==> src/rtl/gf180mcu_fd_sc_mcu7t5v0__and3_bist_ctrl_if.sv <==
// Bundle between the and3 BIST controller and its environment: run control,
// the pins of the and3 cell under test, and the result status.
interface gf180mcu_fd_sc_mcu7t5v0__and3_bist_ctrl_if;
    logic       START;
    logic       Z;
    logic       A1;
    logic       A2;
    logic       A3;
    logic       BUSY;
    logic       DONE;
    logic       PASS;
    logic [7:0] FAIL_CNT;
    logic       FAIL_SEEN;
    logic [2:0] FAIL_VEC;

    modport master (
        input  START, Z,
        output A1, A2, A3, BUSY, DONE, PASS, FAIL_CNT, FAIL_SEEN, FAIL_VEC
    );

    modport slave (
        output START, Z,
        input  A1, A2, A3, BUSY, DONE, PASS, FAIL_CNT, FAIL_SEEN, FAIL_VEC
    );
endinterface

==> src/rtl/gf180mcu_fd_sc_mcu7t5v0__and3_bist_ctrl.sv <==
// Exhaustive BIST for a 3-input AND cell: sweeps all 8 input patterns for
// N_PASSES passes, samples Z after a settle window and logs mismatches.
module gf180mcu_fd_sc_mcu7t5v0__and3_bist_ctrl #(
    parameter int SETTLE_CYC = 2,
    parameter int N_PASSES   = 4
) (
    input  logic CLK,
    input  logic RST,
    gf180mcu_fd_sc_mcu7t5v0__and3_bist_ctrl_if.master bist
);

    typedef enum logic [1:0] {IDLE, RUN, FINISH} state_t;

    localparam logic [3:0] SETTLE_LAST = 4'(SETTLE_CYC);
    localparam logic [7:0] LAST_PASS   = 8'(N_PASSES - 1);

    function automatic logic [7:0] sat_inc8(input logic [7:0] v);
        return (v == 8'hFF) ? v : v + 8'd1;
    endfunction

    state_t     state_q, state_d;
    logic [2:0] pattern_q, pattern_d;
    logic [3:0] w_q, w_d;
    logic [7:0] pass_q, pass_d;
    logic       busy_q, busy_d;
    logic       done_q, done_d;
    logic [7:0] fail_cnt_q, fail_cnt_d;
    logic       fail_seen_q, fail_seen_d;
    logic [2:0] fail_vec_q, fail_vec_d;
    logic       mismatch;

    always_ff @(posedge CLK) begin
        if (RST) begin
            state_q     <= IDLE;
            pattern_q   <= 3'd0;
            w_q         <= 4'd0;
            pass_q      <= 8'd0;
            busy_q      <= 1'b0;
            done_q      <= 1'b0;
            fail_cnt_q  <= 8'd0;
            fail_seen_q <= 1'b0;
            fail_vec_q  <= 3'd0;
        end else begin
            state_q     <= state_d;
            pattern_q   <= pattern_d;
            w_q         <= w_d;
            pass_q      <= pass_d;
            busy_q      <= busy_d;
            done_q      <= done_d;
            fail_cnt_q  <= fail_cnt_d;
            fail_seen_q <= fail_seen_d;
            fail_vec_q  <= fail_vec_d;
        end
    end

    always_comb begin
        state_d     = state_q;
        pattern_d   = pattern_q;
        w_d         = w_q;
        pass_d      = pass_q;
        busy_d      = busy_q;
        done_d      = done_q;
        fail_cnt_d  = fail_cnt_q;
        fail_seen_d = fail_seen_q;
        fail_vec_d  = fail_vec_q;
        mismatch    = 1'b0;

        case (state_q)
            IDLE, FINISH: begin
                if (bist.START) begin
                    state_d     = RUN;
                    pattern_d   = 3'd0;
                    w_d         = 4'd0;
                    pass_d      = 8'd0;
                    busy_d      = 1'b1;
                    done_d      = 1'b0;
                    fail_cnt_d  = 8'd0;
                    fail_seen_d = 1'b0;
                    fail_vec_d  = 3'd0;
                end
            end
            RUN: begin
                if (w_q < SETTLE_LAST) begin
                    w_d = w_q + 4'd1;
                end else begin
                    // Case inequality so an X/Z on the cell output is a failure.
                    mismatch = (bist.Z !== (&pattern_q));
                    if (mismatch) begin
                        fail_cnt_d = sat_inc8(fail_cnt_q);
                        if (!fail_seen_q) begin
                            fail_seen_d = 1'b1;
                            fail_vec_d  = pattern_q;
                        end
                    end
                    w_d       = 4'd0;
                    pattern_d = pattern_q + 3'd1;
                    if (pattern_q == 3'd7) begin
                        pass_d = pass_q + 8'd1;
                        // Pattern wraps to 0 here, so the pins idle low in FINISH.
                        if (pass_q == LAST_PASS) begin
                            state_d = FINISH;
                            busy_d  = 1'b0;
                            done_d  = 1'b1;
                        end
                    end
                end
            end
            default: state_d = IDLE;
        endcase
    end

    assign bist.A1        = pattern_q[0];
    assign bist.A2        = pattern_q[1];
    assign bist.A3        = pattern_q[2];
    assign bist.BUSY      = busy_q;
    assign bist.DONE      = done_q;
    assign bist.PASS      = done_q && (fail_cnt_q == 8'd0);
    assign bist.FAIL_CNT  = fail_cnt_q;
    assign bist.FAIL_SEEN = fail_seen_q;
    assign bist.FAIL_VEC  = fail_vec_q;

endmodule
==> src/flat_wrapper.sv <==
// flat-port wrapper written by rule: the top's interface ports become plain ports
module gf180mcu_fd_sc_mcu7t5v0__and3_bist_ctrl_flat 
#(
    parameter int SETTLE_CYC = 2,
    parameter int N_PASSES   = 4
)
  (CLK, RST, bist_START, bist_Z, bist_A1, bist_A2, bist_A3, bist_BUSY, bist_DONE, bist_PASS, bist_FAIL_CNT, bist_FAIL_SEEN, bist_FAIL_VEC);
  gf180mcu_fd_sc_mcu7t5v0__and3_bist_ctrl_if bist_i ();
  input  logic CLK;
  input  logic RST;
  input wire logic [$bits(bist_i.START)-1:0] bist_START;
  input wire logic [$bits(bist_i.Z)-1:0] bist_Z;
  output wire logic [$bits(bist_i.A1)-1:0] bist_A1;
  output wire logic [$bits(bist_i.A2)-1:0] bist_A2;
  output wire logic [$bits(bist_i.A3)-1:0] bist_A3;
  output wire logic [$bits(bist_i.BUSY)-1:0] bist_BUSY;
  output wire logic [$bits(bist_i.DONE)-1:0] bist_DONE;
  output wire logic [$bits(bist_i.PASS)-1:0] bist_PASS;
  output wire logic [$bits(bist_i.FAIL_CNT)-1:0] bist_FAIL_CNT;
  output wire logic [$bits(bist_i.FAIL_SEEN)-1:0] bist_FAIL_SEEN;
  output wire logic [$bits(bist_i.FAIL_VEC)-1:0] bist_FAIL_VEC;
  assign bist_i.START = bist_START;
  assign bist_i.Z = bist_Z;
  assign bist_A1 = bist_i.A1;
  assign bist_A2 = bist_i.A2;
  assign bist_A3 = bist_i.A3;
  assign bist_BUSY = bist_i.BUSY;
  assign bist_DONE = bist_i.DONE;
  assign bist_PASS = bist_i.PASS;
  assign bist_FAIL_CNT = bist_i.FAIL_CNT;
  assign bist_FAIL_SEEN = bist_i.FAIL_SEEN;
  assign bist_FAIL_VEC = bist_i.FAIL_VEC;
  gf180mcu_fd_sc_mcu7t5v0__and3_bist_ctrl #(.SETTLE_CYC(SETTLE_CYC), .N_PASSES(N_PASSES)) u_core (.CLK(CLK), .RST(RST), .bist(bist_i));
endmodule
==> config.mk <==
export PLATFORM = sky130hd
export DESIGN_NAME = gf180mcu_fd_sc_mcu7t5v0__and3_bist_ctrl_flat
export DESIGN_NICKNAME = d
export VERILOG_FILES = /design/src/rtl/gf180mcu_fd_sc_mcu7t5v0__and3_bist_ctrl_if.sv /design/src/rtl/gf180mcu_fd_sc_mcu7t5v0__and3_bist_ctrl.sv /design/src/flat_wrapper.sv
export SDC_FILE = /design/constraint.sdc
export NUM_CORES = 1
export LEC_CHECK = 0
export ABC_AREA = 1
export CAP_MARGIN = 20
export CORE_UTILIZATION = 50
export DETAILED_ROUTE_END_ITERATION = 16
export GPL_TIMING_DRIVEN = 0
export PLACE_DENSITY = 0.8
export SLEW_MARGIN = 30
export SYNTH_ARGS = -nofsm -noshare
export SYNTH_HDL_FRONTEND = slang
export SYNTH_SLANG_ARGS = --single-unit
==> constraint.sdc <==
create_clock -name CLK -period 1.6 [get_ports CLK]
set_input_delay 0.32 -clock CLK [delete_from_list [all_inputs] [get_ports CLK]]
set_output_delay 0.32 -clock CLK [all_outputs]
set_load 0.02 [all_outputs]
==> results of run 1 <==
cells in the final DEF (no fill, tap or decap), drive strengths merged:
master and count:
nand2 78, nor2 42, inv 34, dfxtp 31, a21oi 22, nand3 20
dlygate4sd2 17, buf 10, o21ai 9, clkbuf 8, ha 6, nand4 4
clkdlybuf4s50 2, nor4 1, nor3b 1, o31ai 1, clkinv 1, clkinvlp 1
kinds of logic after synthesis:
group / Yosys count / synth area share, %
flip-flops: 31 / 34.95
buffers and inverters: 40 / 10.01
AND/OR/NAND/NOR: 146 / 41.02
AO/OA/AOI/OAI: 32 / 9.796
adder cells (fa/ha/maj): 6 / 4.228
metal layers:
layer  wire length, µm  GRT usage [%]  vias to the layer above  share of wire [%]
met3               142          8.193                        8                3.5
met1              1827          28.32                      746                 45
met2              1994          35.02                       31                 49
met4                70          9.206                        0                1.7
li1                  -              -                      871                  -
met5                 0              0                        -                  0
sequential cells by signal, indices dropped and copies added (netlist names):
register               count
u_core.bist.FAIL_VEC       3
u_core.bist.DONE           1
u_core.state_q             2
u_core.bist.BUSY           1
u_core.bist.FAIL_SEEN      1
u_core.bist.FAIL_CNT       8
u_core.w_q                 4
u_core.pass_q              8
u_core.pattern_q           3
final cells by class:
cell class / instances / area (µm²)
Fill cell: 320 / 1182
Inverter: 34 / 130.1
Multi-Input combinational cell: 184 / 1032
Clock inverter: 2 / 12.51
Sequential cell: 31 / 643.1
Tap cell: 46 / 57.56
Clock buffer: 6 / 41.29
Buffer: 6 / 50.05
Timing Repair Buffer: 25 / 214.0
critical path, stage by stage, from the launching register on:
cell and delay, ns:
dfxtp_4 0.37, inv_4 0.05, nand4_1 0.12, nor4_2 0.25, buf_4 0.18
worst paths after layout:
path,start,endpoint,slack (ns),cells after the start
setup / recovery,u_core.bist.FAIL_CNT[7]$_SDFFE_PP0P_,bist_PASS,-0.04,4
hold / removal,RST,u_core.pass_q[1]$_SDFFE_PP0P_,0.36,2
setup reg to reg,u_core.pattern_q[1]$_SDFFE_PP0P_,u_core.bist.FAIL_CNT[1]$_SDFFE_PP0P_,0.06,9
hold reg to reg,u_core.w_q[3]$_SDFFE_PP0P_,u_core.w_q[3]$_SDFFE_PP0P_,0.45,2
power by group through the flow:
| stage | clock [mW] | combinational [mW] | sequential (mW) |
|---|---|---|---|
| floorplan | 0 | 0.239 | 0.840 |
| global placement | 0 | 0.330 | 0.830 |
| detailed placement | 0 | 0.334 | 0.831 |
| CTS | 0.473 | 0.325 | 0.812 |
| global route | 0.512 | 0.376 | 0.815 |
| finish | 0.455 | 0.340 | 0.811 |
what timing repair did:
| action | in CTS | in global routing |
|---|---|---|
| resized for setup | 26 | 24 |
| hold buffers | 0 | 0 |
| cloned | 0 | 0 |
| buffers inserted | 0 | 5 |
| pin swaps | 2 | 3 |
| setup endpoints to repair | 29 | 12 |
==> summary.txt, run 1 <==
Outcome: complete, but fails checks
Failing checks: negative setup slack
Starting utilization of the core area: 52.79%
Count of unique library cells instantiated by Yosys: 26
Biggest area contributors in the synthesized netlist: dfxtp_1 (35%), nand2_1 (15%), nor2_1 (6.8%)
Total wire length after detailed routing: 4.033 mm
Fraction of post-synthesis cell area in the top cell type by area: 34.95%
Final Wtd Congestion: 0.8256
DIE WIDTH: 61.59 µm
HPWL after DPL: 2.798 mm
Remaining global-route overflow: 0
First-pass DRT Iterations: 4
Clock slew seen by the registers of the worst setup and hold paths: 0.10 ns
P_leak: 0.9466 nW
Wire length of the first global-routing pass: 5.934 mm
PortBufs: 20
Slew Viols, Final: 0
Number of DRC markers after the initial detailed-route iteration: 77
Via total after detailed routing: 1,656
Number of synthesized register bits: 31
Endpoint required time on the critical path: 1.28 ns
Tot Pwr: 1.606 mW
Normalized max-slew margin: 60.52%
Final antenna diode count: 0
Slew @ Worst Pin: 0.5922 ns
Worst VDD drop: 0.4240 mV
Post-detailed-route via-to-cell ratio: 4.958
Most frequent cell after synthesis: nand2_1
Mapped cell area: 0.001775 mm²
Number of global-route vias before repair: 1,330
Core Area: 0.003363 mm²
Deepest level of the CTS H-tree: 2
IO Count: 22
Dpl cell area: 0.002042 mm²
Proportion of register bits with asynchronous set or reset after synthesis: 0%
Maximum number of pins on one net before global-route repair: 11
Skew-Pair Late Insertion Delay: 0.34 ns
Share of power burned in combinational logic: 21.2%
Tightest Hold Check Type: in -> reg
Share of the clock period used by the worst path after layout: 102.4%
Power density relative to cell area: 736.5 mW/mm²
Max Freq: 610.2 MHz
Switching part of the total: 32.76%
RSZ-0062 raised after global routing: yes
Crit path max fanout: 5
Post-detailed-route wirelength per cell: 12.07 µm
GRT Overall Usage: 22.56%
Number of routed nets with antenna violations: 0
Number of nets in the layout: 297
Core Rows: 21
Most used flip-flop cell after synthesis: dfxtp_1
Pint: 1.080 mW
Final worst path period need: 1.639 ns
Final Util: 64.84%
Clock root buffer master: clkbuf_4
Synthesized netlist cell count: 255
Sum Neg Setup Slack: -0.03891 ns
CTS buffer count: 5
Post-synth EDFFs: 0
Largest area contributor in the netlist: dfxtp_1
Seq pwr share: 50.5%
Die Outline Area: 0.003793 mm²
Cell total after placement: 321
Pre-CTS setup slack: -0.2186 ns
Avg Synthesized Cell Area: 6.963 µm²
Max cap viols: 0
Area growth from synthesis to layout: 22.83%
Number of nets in the synthesized netlist: 265
CP Capture Type: output port
Share of layout cells above drive strength 1: 21.88%
Post-Route Skew: 0.003293 ns
Sequential share of the synthesized area: 34.95%
Initial antenna violation count: 0
Count of endpoints failing hold in the final timing report: 0
Critical path launch point type: flop
Number of buffers between clock root and the deepest sink: 2
Setup-failing EPs final: 1
Non-filler instance count after layout: 334
Total clock sinks: 31
Count of yosys warnings during synthesis: 0
Top cells by instance count after synthesis: nand2_1 (72), nor2_1 (32), dfxtp_1 (31), inv_1 (31), a21oi_1 (19)
Final worst-path setup slack: -0.03891 ns
TritonCTS clock tree: built
Hold Worst Slack: 0.3602 ns
Die height: 61.59 µm
Startpoint-to-endpoint class of the critical path: reg -> out
Net switching power of the design: 0.5263 mW
Design Area, Final: 0.002181 mm²
Drc violations: 0
Critical Path AT: 1.32 ns
Clock network fraction of design power: 28.3%
No activity file was read; power rests on OpenSTA's default activity.
==> run 2, diff against run 1 <==
- DONT_BUFFER_PORTS: unset -> 1
- PLACE_DENSITY: 0.8 -> 0.72
==> run 2 against run 1 <==
  * The flow still finishes with violations (negative setup slack)
  * Core utilization down 4.5 points
  * Sequential power up 2%
  * First-iteration DRC count down 5.2%
  * Final cell count down 7.2%
  * Via count down 5.5%
==> summary.txt, run 2 (synthesized netlist as in run 1, its figures left out) <==
Failing checks: negative setup slack
Starting utilization of the core area: 52.79% (unchanged)
Core Area: 0.003363 mm² (unchanged)
Final Wtd Congestion: 0.8265 (+0.11%)
Power density relative to cell area: 785.9 mW/mm² (+6.7%)
Endpoint of the lowest-slack register-to-register path: u_core.bist.FAIL_CNT[2]$_SDFFE_PP0P_
Die Outline Area: 0.003793 mm² (unchanged)
Final worst-path setup slack: -0.05291 ns (-0.01400 ns)
Hold path endpoint: u_core.bist.BUSY$_SDFFE_PP0P_
Endpoint required time on the critical path: 1.28 ns (about the same)
Final antenna diode count: 0 (unchanged)
Post-detailed-route wirelength per cell: 12.08 µm (about the same)
Slew @ Worst Pin: 0.4871 ns (-0.1051 ns)
Critical Path AT: 1.33 ns (about the same)
HPWL after DPL: 2.651 mm (-5.2%)
Critical R2R Launch: u_core.bist.FAIL_CNT[0]$_SDFFE_PP0P_
Commonest cells after routing, fill and taps aside: nand2_1 (69), nor2_1 (31), inv_1 (25)
Quantity of hold-fixing buffers added after cts: 0 (unchanged)
Max Freq: 605.0 MHz (-0.85%)
Maximum number of pins on one net before global-route repair: 11 (unchanged)
Startpoint-to-endpoint class of the critical path: reg -> out
PortBufs: 0 (-100%)
Number of routed nets with antenna violations: 0 (unchanged)
IO Count: 22 (unchanged)
Hold path depth: 2 (unchanged)
Number of nets in the layout: 274 (-7.7%)
RSZ-0062 raised after global routing: yes
Commonest non-fill, non-tap cell in the layout: nand2_1
Final worst path period need: 1.653 ns (+0.01400 ns)
Clock root buffer master: clkbuf_4
Skew-Pair Late Insertion Delay: 0.33 ns (about the same)
Initial antenna violation count: 0 (unchanged)
CP Capture Type: output port
Hold Worst Slack: 0.1826 ns (-0.1775 ns)
Outcome: complete, but fails checks
Wire length of the first global-routing pass: 5.934 mm (unchanged)
Setup-failing EPs final: 1 (unchanged)
Remaining global-route overflow: 0 (unchanged)
Total wire length after detailed routing: 3.746 mm (-7.1%)
Critical path launch point type: flop
Share of layout cells above drive strength 1: 24.62% (+2.7 points)
Worst hold start: bist_START
Via total after detailed routing: 1,565 (-5.5%)
CTS buffer count: 5 (unchanged)
Deepest level of the CTS H-tree: 2 (unchanged)
Clock slew seen by the registers of the worst setup and hold paths: 0.09 ns (about the same)
P_leak: 0.7961 nW (-16%)
Drc violations: 0 (unchanged)
Crit path max fanout: 5 (unchanged)
First-pass DRT Iterations: 4 (unchanged)
Share of the clock period used by the worst path after layout: 103.3% (+0.87 points)
Count of endpoints failing hold in the final timing report: 0 (unchanged)
Max cap viols: 0 (unchanged)
Number of DRC markers after the initial detailed-route iteration: 73 (-5.2%)
Worst VDD drop: 0.4793 mV (+13%)
Number of buffers between clock root and the deepest sink: 2 (unchanged)
Area growth from synthesis to layout: 14.31%
Die height: 61.59 µm (unchanged)
Worst R2R Setup Slack: 0.10 ns (+0.04 ns)
Slew Viols, Final: 0 (unchanged)
Number of global-route vias before repair: 1,336 (+0.45%)
Tot Pwr: 1.595 mW (-0.71%)
Normalized max-slew margin: 67.53% (+7.0 points)
TritonCTS clock tree: built
Post-Route Skew: 0.005178 ns (+0.001886 ns)
Post-detailed-route via-to-cell ratio: 5.048 (+1.8%)
Tightest Hold Check Type: in -> reg
Total clock sinks: 31 (unchanged)
GRT Overall Usage: 21.69% (-0.87 points)
Logic depth of the worst register-to-register path: 7 (-2)
Core Rows: 21 (unchanged)
DIE WIDTH: 61.59 µm (unchanged)
Sum Neg Setup Slack: -0.05291 ns (-0.01400 ns)
-- run 2: changes by cell type in the layout (fill, tap and decap cells not counted), moves of 2 or more --
cell	before	now
dlygate4sd2_1	17	0
clkdlybuf4s50_1	2	0
dfxtp_4	5	8
inv_4	1	3
buf_4	7	3
nand2_1	71	69
dfxtp_1	23	20
-- run 2: worst max-delay path: stages (launching register included) --
cell and delay, ns:
dfxtp_4 0.40, inv_4 0.07, ha_4 0.13, nand2_4 0.05
nor4_4 0.35
-- run 2: worst max path at each step --
stage,slack [ns],start,to
floorplan,0.05,u_core.pattern_q[0]$_SDFFE_PP0P_,u_core.bist.FAIL_CNT[2]$_SDFFE_PP0P_
global placement,-0.14,u_core.bist.FAIL_CNT[0]$_SDFFE_PP0P_,u_core.bist.FAIL_CNT[2]$_SDFFE_PP0P_
detailed placement,-0.13,u_core.pattern_q[0]$_SDFFE_PP0P_,u_core.bist.FAIL_CNT[2]$_SDFFE_PP0P_
CTS,-0.05,u_core.bist.FAIL_CNT[5]$_SDFFE_PP0P_,bist_PASS
global route,-0.11,u_core.bist.FAIL_CNT[1]$_SDFFE_PP0P_,bist_PASS
finish,-0.05,u_core.bist.FAIL_CNT[1]$_SDFFE_PP0P_,bist_PASS
-- run 2: power breakdown --
| group | internal, mW | switching [mW] | total, mW |
|---|---|---|---|
| Sequential | 0.785 | 0.0386 | 0.824 |
| Clock | 0.203 | 0.263 | 0.467 |
| Combinational | 0.107 | 0.198 | 0.305 |
-- run 2: metal layers --
layer	GRT usage (%)	part of all wire, %	vias up
met5	0	0	-
met4	7.937	1.4	0
met3	5.882	5.5	8
met2	34.56	48	46
met1	28.06	45	684
li1	-	-	827
-- run 2: what timing repair did --
action / CTS / global route
pin swaps: 3 / 11
setup endpoints to repair: 13 / 12
buffers inserted: 1 / 1
resized for setup: 29 / 12
-- run 2: stage by stage --
step / cells / setup slack (ns) / utilization (%) / instance area [µm²]
2_1_floorplan: 255 / 0.04951 / - / 1784
3_3_place_gp: 301 / -0.1356 / 54.76 / 1842
3_5_place_dp: 301 / -0.1284 / 54.76 / 1842
4_1_cts: 309 / -0.04557 / 58.85 / 1979
5_1_grt: 310 / -0.1077 / 60.34 / 2029
6_report: 310 / -0.05291 / 60.34 / 2029
-- run 2: final cells by class --
type                    instances  area [µm²]
inverters                      34       135.1
clock inverters                 1       5.005
well taps                      46       57.56
clock buffers                   6       51.30
multi-input cells             184        1061
fillers                       330        1334
flip-flops and latches         31       654.4
repair buffers                  2       15.01
plain buffers                   6       50.05
